==> src/rtl/ripple_count_sampler_pkg.sv <==
// rtl/ripple_count_sampler_pkg.sv - shared FSM states and default parameters for ripple_count_sampler
package ripple_count_sampler_pkg;

  typedef enum logic [1:0] {
    IDLE = 2'd0,
    MEAS = 2'd1,
    DONE = 2'd2
  } state_t;

  localparam int DEF_WID_COUNT  = 6;
  localparam int DEF_WID_ACC    = 12;
  localparam int DEF_WIN_CYCLES = 256;

  function automatic int max_int(input int a, input int b);
    return (a > b) ? a : b;
  endfunction

endpackage

==> src/rtl/ripple_count_sync.sv <==
// rtl/ripple_count_sync.sv - 2-flop synchronizer and accept stage for the ripple count
// Optional glitch filter under RIPPLE_COUNT_SAMPLER_FILTER_EN.
module ripple_count_sync
  import ripple_count_sampler_pkg::*;
#(
  parameter int WID_COUNT = DEF_WID_COUNT
) (
  input  logic                 clk,
  input  logic                 rst,
  input  logic [WID_COUNT-1:0] count_in,
  output logic [WID_COUNT-1:0] stable,
  output logic                 update
);

  logic [WID_COUNT-1:0] sync1;
  logic [WID_COUNT-1:0] sync2;
  logic                 accept;

`ifdef RIPPLE_COUNT_SAMPLER_FILTER_EN
  // A value must be seen on two consecutive cycles before it is trusted.
  logic [WID_COUNT-1:0] sync2_q;

  always_ff @(posedge clk) begin
    if (rst) begin
      sync2_q <= '0;
    end else begin
      sync2_q <= sync2;
    end
  end

  assign accept = (sync2 == sync2_q);
`else
  assign accept = 1'b1;
`endif

  // update is high in the cycle after stable took a new value.
  always_ff @(posedge clk) begin
    if (rst) begin
      sync1  <= '0;
      sync2  <= '0;
      stable <= '0;
      update <= 1'b0;
    end else begin
      sync1  <= count_in;
      sync2  <= sync1;
      update <= accept && (sync2 != stable);
      if (accept) begin
        stable <= sync2;
      end
    end
  end

endmodule

==> src/rtl/ripple_count_sampler.sv <==
// rtl/ripple_count_sampler.sv - windowed count measurement of an asynchronous ripple counter
// Glitch filter selected by RIPPLE_COUNT_SAMPLER_FILTER_EN (see ripple_count_sync).
module ripple_count_sampler
  import ripple_count_sampler_pkg::*;
#(
  parameter int WID_COUNT  = DEF_WID_COUNT,
  parameter int WID_ACC    = DEF_WID_ACC,
  parameter int WIN_CYCLES = DEF_WIN_CYCLES
) (
  input  logic                 clk,
  input  logic                 rst,
  input  logic                 start,
  input  logic [WID_COUNT-1:0] count_in,
  output logic                 busy,
  output logic                 meas_valid,
  input  logic                 meas_ready,
  output logic [WID_ACC-1:0]   meas_count,
  output logic                 meas_sat
);

  localparam int TW = $clog2(WIN_CYCLES);
  localparam int SW = max_int(WID_ACC, WID_COUNT) + 1;
  localparam logic [SW-1:0] ACC_MAX = {{(SW-WID_ACC){1'b0}}, {WID_ACC{1'b1}}};

  state_t               state;
  state_t               state_next;
  logic [WID_COUNT-1:0] stable;
  logic                 update;
  logic [WID_COUNT-1:0] prev;
  logic [WID_COUNT-1:0] diff;
  logic [WID_ACC-1:0]   acc;
  logic                 sat;
  logic [TW-1:0]        timer;
  logic [SW-1:0]        sum;
  logic                 win_end;

  ripple_count_sync #(
    .WID_COUNT(WID_COUNT)
  ) u_sync (
    .clk     (clk),
    .rst     (rst),
    .count_in(count_in),
    .stable  (stable),
    .update  (update)
  );

  // Truncation to WID_COUNT makes the difference wrap modulo 2^WID_COUNT.
  assign diff    = stable - prev;
  assign sum     = SW'(acc) + SW'(diff);
  assign win_end = (timer == TW'(WIN_CYCLES - 1));

  always_ff @(posedge clk) begin
    if (rst) begin
      state <= IDLE;
    end else begin
      state <= state_next;
    end
  end

  always_comb begin
    state_next = state;
    busy       = 1'b0;
    meas_valid = 1'b0;
    meas_count = '0;
    meas_sat   = 1'b0;
    case (state)
      IDLE: begin
        if (start) begin
          state_next = MEAS;
        end
      end
      MEAS: begin
        busy = 1'b1;
        if (win_end) begin
          state_next = DONE;
        end
      end
      DONE: begin
        busy       = 1'b1;
        meas_valid = 1'b1;
        meas_count = acc;
        meas_sat   = sat;
        if (meas_ready) begin
          state_next = IDLE;
        end
      end
      default: state_next = IDLE;
    endcase
  end

  always_ff @(posedge clk) begin
    if (rst) begin
      prev  <= '0;
      acc   <= '0;
      sat   <= 1'b0;
      timer <= '0;
    end else begin
      case (state)
        IDLE: begin
          if (start) begin
            prev  <= stable;
            acc   <= '0;
            sat   <= 1'b0;
            timer <= '0;
          end
        end
        MEAS: begin
          timer <= timer + 1'b1;
          if (update) begin
            prev <= stable;
            if (sum > ACC_MAX) begin
              acc <= '1;
              sat <= 1'b1;
            end else begin
              acc <= sum[WID_ACC-1:0];
            end
          end
        end
        default: ;
      endcase
    end
  end

endmodule

==> config.mk <==
export PLATFORM = sky130hd
export DESIGN_NAME = ripple_count_sampler
export DESIGN_NICKNAME = d
export VERILOG_FILES = /design/src/rtl/ripple_count_sampler_pkg.sv /design/src/rtl/ripple_count_sync.sv /design/src/rtl/ripple_count_sampler.sv
export SDC_FILE = /design/constraint.sdc
export NUM_CORES = 1
export LEC_CHECK = 0
export CAP_MARGIN = 20
export CORE_MARGIN = 5
export CORE_UTILIZATION = 55
export CTS_CLUSTER_DIAMETER = 150
export DETAILED_ROUTE_END_ITERATION = 10
export GPL_ROUTABILITY_DRIVEN = 1
export GPL_TIMING_DRIVEN = 0
export PLACE_DENSITY = 0.77
export REMOVE_ABC_BUFFERS = 1
export SYNTH_ARGS = -nofsm -noshare
export SYNTH_HDL_FRONTEND = slang
export SYNTH_SLANG_ARGS = --single-unit
==> constraint.sdc <==
create_clock -name clk -period 6.4 [get_ports clk]
set_clock_uncertainty 0.1 [all_clocks]
set_input_delay 1.28 -clock clk [delete_from_list [all_inputs] [get_ports clk]]
set_output_delay 1.28 -clock clk [all_outputs]
set_load 0.02 [all_outputs]
==> results of run 1 <==
## logic make-up after synthesis
logic type,after synthesis,synth area share
XOR/XNOR,19,0.06604
buffers and inverters,26,0.04518
adder cells (fa/ha/maj),19,0.1003
flip-flops,48,0.3813
AO/OA/AOI/OAI,48,0.1271
multiplexers,8,0.03327
AND/OR/NAND/NOR,110,0.2468
## cell usage in the layout (no fill, tap or decap), drive strengths merged, types with 2 or more instances in the layout
cell type and instances:
inv 19, o31ai 2, nand2b 3, nand2 18, nor2b 22, or2 2
a21oi 15, and2 15, mux2i 8, a31oi 3, o211ai 2, xor2 13
xnor2 6, nand4 3, clkbuf 7, nor3 4, a211oi 3, nor2 24
a21o 3, nand3 10, ha 17, a22oi 2, fa 2, clkdlybuf4s50 24
nor4 2, dfxtp 48, o21ai 9, or3 4
## final cells by class
type                            instances  share of cell area
Multi-Input combinational cell        204              0.4921
Sequential cell                        48              0.3272
Timing Repair Buffer                   25             0.09118
Clock buffer                            7             0.03281
Inverter                               19             0.02429
Tap cell                               52             0.02216
Clock inverter                          1             0.01023
## state kept, by name, indices dropped and copies added (netlist names)
| signal | flops |
|---|---|
| acc | 12 |
| timer | 8 |
| prev | 6 |
| u_sync.stable | 6 |
| u_sync.sync1 | 6 |
| u_sync.sync2 | 6 |
| state | 2 |
| sat | 1 |
| u_sync.update | 1 |
## critical path, stage by stage, from the launching register on
cell and delay, ns:
dfxtp_1 0.33, inv_1 0.08, ha_1 0.43, and2_1 0.19, clkdlybuf4s50_1 0.60
## per-layer routing
metal / GRT usage / up-vias
li1: - / 994
met1: 0.1866 / 874
met2: 0.2529 / 37
met3: 0.04398 / 9
met4: 0.05842 / 0
met5: 0 / -
## power by group
| group | switching [W] | internal [W] |
|---|---|---|
| Clock | 0.0000969 | 0.000138 |
| Combinational | 0.000144 | 0.0000976 |
| Sequential | 0.0000102 | 0.000314 |
## through the flow
stage,hold WS (ns),util
6_report,0.3385,0.6652
3_5_place_dp,0.3256,0.6366
2_1_floorplan,0.3138,-
3_3_place_gp,0.3162,0.6304
5_1_grt,0.3584,0.6652
4_1_cts,0.3459,0.6652
## worst paths after layout
check                    from         endpoint  slack [ns]  cells after the start
max                  state[0]    meas_count[4]        3.10                      4
min           u_sync.sync1[2]  u_sync.sync2[2]        0.34                      1
max reg2reg  u_sync.stable[1]           acc[4]        3.34                     11
min reg2reg   u_sync.sync1[2]  u_sync.sync2[2]        0.34                      1
==> flow_summary.json, run 1 <==
{
  "numPortBuffers": 24,
  "clk_path_buf_depth": 2,
  "multiInputGateArea_mm2": 0.001445,
  "core_area_mm2": 0.004414,
  "syn_area_mm2": 0.002520,
  "ant_nets": 0,
  "routed-wl-met3_um": 226,
  "placed_area_mm2": 0.002810,
  "antenna_found_initial": 0,
  "synth-edff-count": 0,
  "fin_tns_setup_ns": 0,
  "crit_path_start_kind": "flop",
  "yosysTopAreaCellShare": 0.3813,
  "status": "finished clean",
  "place.detailed.hpwl_um": 3239,
  "rsz0062_at_grt": "false",
  "hold_path.class": "reg -> reg",
  "initial_utilization": 0.5709,
  "critPathArrivalTime_ns": 1.92,
  "synth.most_common_cell": "dfxtp_1",
  "irDropWorstVdd_mv": 0.2536,
  "finish.instance_area_mm2": 0.002937,
  "finalWorstSetupSlack_ns": 3.102,
  "post_cts_buffers": 0,
  "dp.cells": 348,
  "clkTransAtPathRegs_ns": 0.08,
  "top_layer": "met4",
  "io_pins": 25,
  "wl_met1_um": 1989,
  "synthTopCellsByArea": "dfxtp_1 38%, ha_1 8.4%, nor2b_1 5.2%",
  "drt_iter0_drc": 69,
  "clk_latency_ns": 0.30,
  "ys_warn_count": 0,
  "slew_viol_final": 0,
  "grt_pass1_vias": 1819,
  "power.density_mw_per_mm2": 272.6,
  "drive_above_1_share": 0.07237,
  "rows": 24,
  "worst_slew_pin_slew_ns": 0.7357,
  "via_per_inst": 5.376,
  "wl_um": 4277,
  "path_class": "reg -> out",
  "globalplace.congestion": 0.8205,
  "dpl_worst_slack_ns": 2.985,
  "final_cells": 356,
  "die-area_mm2": 0.006036,
  "wire_per_inst_um": 12.01,
  "ys_seq_area_frac": 0.3813,
  "grt_pass1_wl_um": 7734,
  "cts.sinks": 48,
  "clock.fmax_mhz": 303.2,
  "crit_path_end_kind": "primary output",
  "max-cap-violations": 0,
  "grt_usage": 0.1528,
  "ff_latch_area_um2": 960.9,
  "antenna_cells": 0,
  "cts.htree.levels": 2,
  "grt-ovfl-total": 0,
  "synth_cell_types": 52,
  "cts_hold_buf": 0,
  "post-synth-top-area-cell": "dfxtp_1",
  "die_x_um": 77.69,
  "async_flop_share": 0,
  "nets": 332,
  "via_count": 1914,
  "drc": 0,
  "synth_common_cells": "48 x dfxtp_1, 22 x nor2_1, 21 x nor2b_1",
  "slew_headroom": 0.5095,
  "root_buffer": "clkbuf_8",
  "cp_data_required_time_ns": 5.02,
  "wl_met2_um": 1974,
  "dr.pass1.iters": 4,
  "syn_avg_cell_area_um2": 9.064,
  "p_leak_nw": 1.217,
  "ys_ff_latch": 48,
  "nFillCells": 366,
  "p_total_w": 0.0008005,
  "cp_max_fo": 15,
  "syn2layout_area_growth_pct": 16.53,
  "synth_ff_type": "dfxtp_1",
  "grt_max_degree": 25,
  "hold_viol": 0,
  "setup_viol": 0,
  "cts_tree": "done",
  "synthCells": 278,
  "min_period_ns": 3.298,
  "cts.repair.resized": 0,
  "period_share": 0.5153,
  "dieHeight_um": 77.69,
  "cts-buffers-inserted": 5
}
No activity file was read; power rests on OpenSTA's default activity.
==> run 2, diff against run 1 <==
--- a/config.mk
+++ b/config.mk
@@ -7,12 +7,12 @@
 export LEC_CHECK = 0
 export CAP_MARGIN = 20
 export CORE_MARGIN = 5
-export CORE_UTILIZATION = 55
+export CORE_UTILIZATION = 51
 export CTS_CLUSTER_DIAMETER = 150
 export DETAILED_ROUTE_END_ITERATION = 10
 export GPL_ROUTABILITY_DRIVEN = 1
 export GPL_TIMING_DRIVEN = 0
-export PLACE_DENSITY = 0.77
+export PLACE_DENSITY = 0.75
 export REMOVE_ABC_BUFFERS = 1
 export SYNTH_ARGS = -nofsm -noshare
 export SYNTH_HDL_FRONTEND = slang
==> constraint.sdc (replaced) <==
create_clock -name clk -period 2.9 [get_ports clk]
set_clock_uncertainty 0.1 [all_clocks]
set_input_delay 0.58 -clock clk [delete_from_list [all_inputs] [get_ports clk]]
set_output_delay 0.58 -clock clk [all_outputs]
set_load 0.02 [all_outputs]
==> run 2 against run 1 <==
  * Sequential power rose by 120%
  * Global-route usage rose by 0.68 points
  * Combinational power up 130%
  * Sequential cell count is the same
  * Non-clock buffer count up 1
  * Register-to-register slack worse by 3.2 ns
  * Core utilization shrank 1.5 points
  * Worst setup slack got worse by 3.0 ns
  * Count of clock-buffer cells in the layout down 2
  * Power increased by 130%
  * Design area rose by 5.2%
  * Die area up 6.8%
==> flow_summary.json, run 2 (synthesis results as in run 1) <==
{
  "status": "finished clean",
  "initial_utilization": 0.5300,
  "cts-buffers-inserted": 5,
  "hold_viol": 0,
  "path_class": "reg -> reg",
  "grt_max_degree": 25,
  "cts.htree.levels": 2,
  "layout_common_cells": "45 x dfxtp_1, 24 x clkdlybuf4s50_1, 22 x nor2_1",
  "slew_headroom": 0.4799,
  "grt-ovfl-total": 0,
  "grt_pass1_wl_um": 8059,
  "fin_util": 0.6500,
  "syn2layout_area_growth_pct": 22.64,
  "crit_path_frequent_cell": "a21oi_2",
  "cts.sinks": 48,
  "numPortBuffers": 24,
  "place.detailed.hpwl_um": 3246,
  "critPathBufInv": 1,
  "clk_path_buf_depth": 2,
  "p_leak_nw": 1.234,
  "slew_viol_final": 0,
  "antenna_found_initial": 0,
  "antenna_cells": 0,
  "globalplace.congestion": 0.8620,
  "drive_above_1_share": 0.1377,
  "core_area_mm2": 0.004755,
  "rows": 25,
  "drc": 0,
  "largest_register_ffs": 12,
  "wl_um": 4601,
  "drt_iter0_drc": 56,
  "critPathLaunch": "prev[1]",
  "grt_pass1_vias": 1862,
  "top_register": "acc",
  "cp_data_required_time_ns": 3.04,
  "clkTransAtPathRegs_ns": 0.10,
  "setup_viol": 0,
  "critPathTopFamily": "simple AND/OR/NAND/NOR gates",
  "dr.pass1.iters": 4,
  "critPathArrivalTime_ns": 2.90,
  "max-cap-violations": 0,
  "min_period_ns": 2.762,
  "crit_path_end_kind": "flop",
  "cp_max_fo": 3,
  "grt_usage": 0.1596,
  "root_buffer": "clkbuf_8",
  "reg.largest.list": "acc x12, timer x8",
  "ant_nets": 0,
  "irDropWorstVdd_mv": 0.6194,
  "worst_slew_pin_slew_ns": 0.7802,
  "cp_cell_sequence": "inv_1, ha_1, a21oi_2, o21ai_2, and4_1, or3_4, ha_4, nand3_1, a21oi_2, o21bai_1, or3_1, o211ai_1",
  "clk_latency_ns": 0.31,
  "fin_tns_setup_ns": 0,
  "via_per_inst": 5.242,
  "die_x_um": 80.29,
  "final_cells": 372,
  "via_count": 1950,
  "clock.fmax_mhz": 362.1,
  "whs_ns": 0.3477,
  "final_common_cell": "dfxtp_1",
  "wire_per_inst_um": 12.37,
  "worst_path_max_delay_cell": "or3_4",
  "r2r_start": "prev[1]",
  "p_total_w": 0.001862,
  "dieHeight_um": 80.29,
  "period_share": 0.9523,
  "hold_path.class": "reg -> reg",
  "slowest_delay_ns": 0.42,
  "dp.cells": 363,
  "hold_start": "u_sync.sync1[5]",
  "cts_tree": "done",
  "nets": 333,
  "io_pins": 25,
  "power.density_mw_per_mm2": 602.6,
  "crit_path_start_kind": "flop",
  "die-area_mm2": 0.006446
}
-- run 2: final timing paths --
kind / depth (start not counted) / slack [ns] / endpoint
worst max-delay path: 12 / 0.14 / acc[9]
worst min-delay path: 1 / 0.35 / u_sync.sync2[5]
worst max register to register: 12 / 0.14 / acc[9]
worst min register to register: 1 / 0.35 / u_sync.sync2[5]
-- run 2: final cells by class --
class                           count  area [um2]
Clock buffer                        5       68.82
Clock inverter                      3       68.82
Fill cell                         407        1664
Inverter                           19       71.32
Multi-Input combinational cell    204        1558
Sequential cell                    48       964.7
Tap cell                           67       83.83
Timing Repair Buffer               26       275.3
-- run 2: routing by layer --
metal / GRT usage / share of wire / up-vias
met1: 0.1797 / 0.44 / 909
met5: 0 / 0 / -
met4: 0.07939 / 0.021 / 0
met3: 0.03924 / 0.048 / 12
li1: - / - / 992
met2: 0.2781 / 0.49 / 37
-- run 2: worst reg2reg max path: stages (launching register included) --
cell	delay (ns)
dfxtp_2	0.33
inv_1	0.06
ha_1	0.28
a21oi_2	0.14
o21ai_2	0.09
and4_1	0.19
or3_4	0.42
ha_4	0.29
nand3_1	0.09
a21oi_2	0.19
o21bai_1	0.12
or3_1	0.31
o211ai_1	0.09
-- run 2: report_power, final --
| group | internal [W] | switching, W | leakage (nW) |
|---|---|---|---|
| clock | 0.000347 | 0.000238 | 0.0687 |
| sequential | 0.000693 | 0.0000230 | 0.392 |
| combinational | 0.000233 | 0.000329 | 0.773 |
-- run 2: metrics by stage --
stage	instance area [um2]	setup slack (ns)
finish	3090	0.1383
CTS	3024	0.01620
global route	3090	-0.01386
global placement	2801	-0.2429
detailed placement	2829	-0.1210
floorplan	2477	0.2088
-- run 2: repair_timing --
action,in CTS,in global routing
buffers inserted,1,0
endpoints found under the setup margin,11,13
hold buffers,0,0
pin swaps,1,4
endpoints found under the hold margin,0,0
resized for setup,8,14
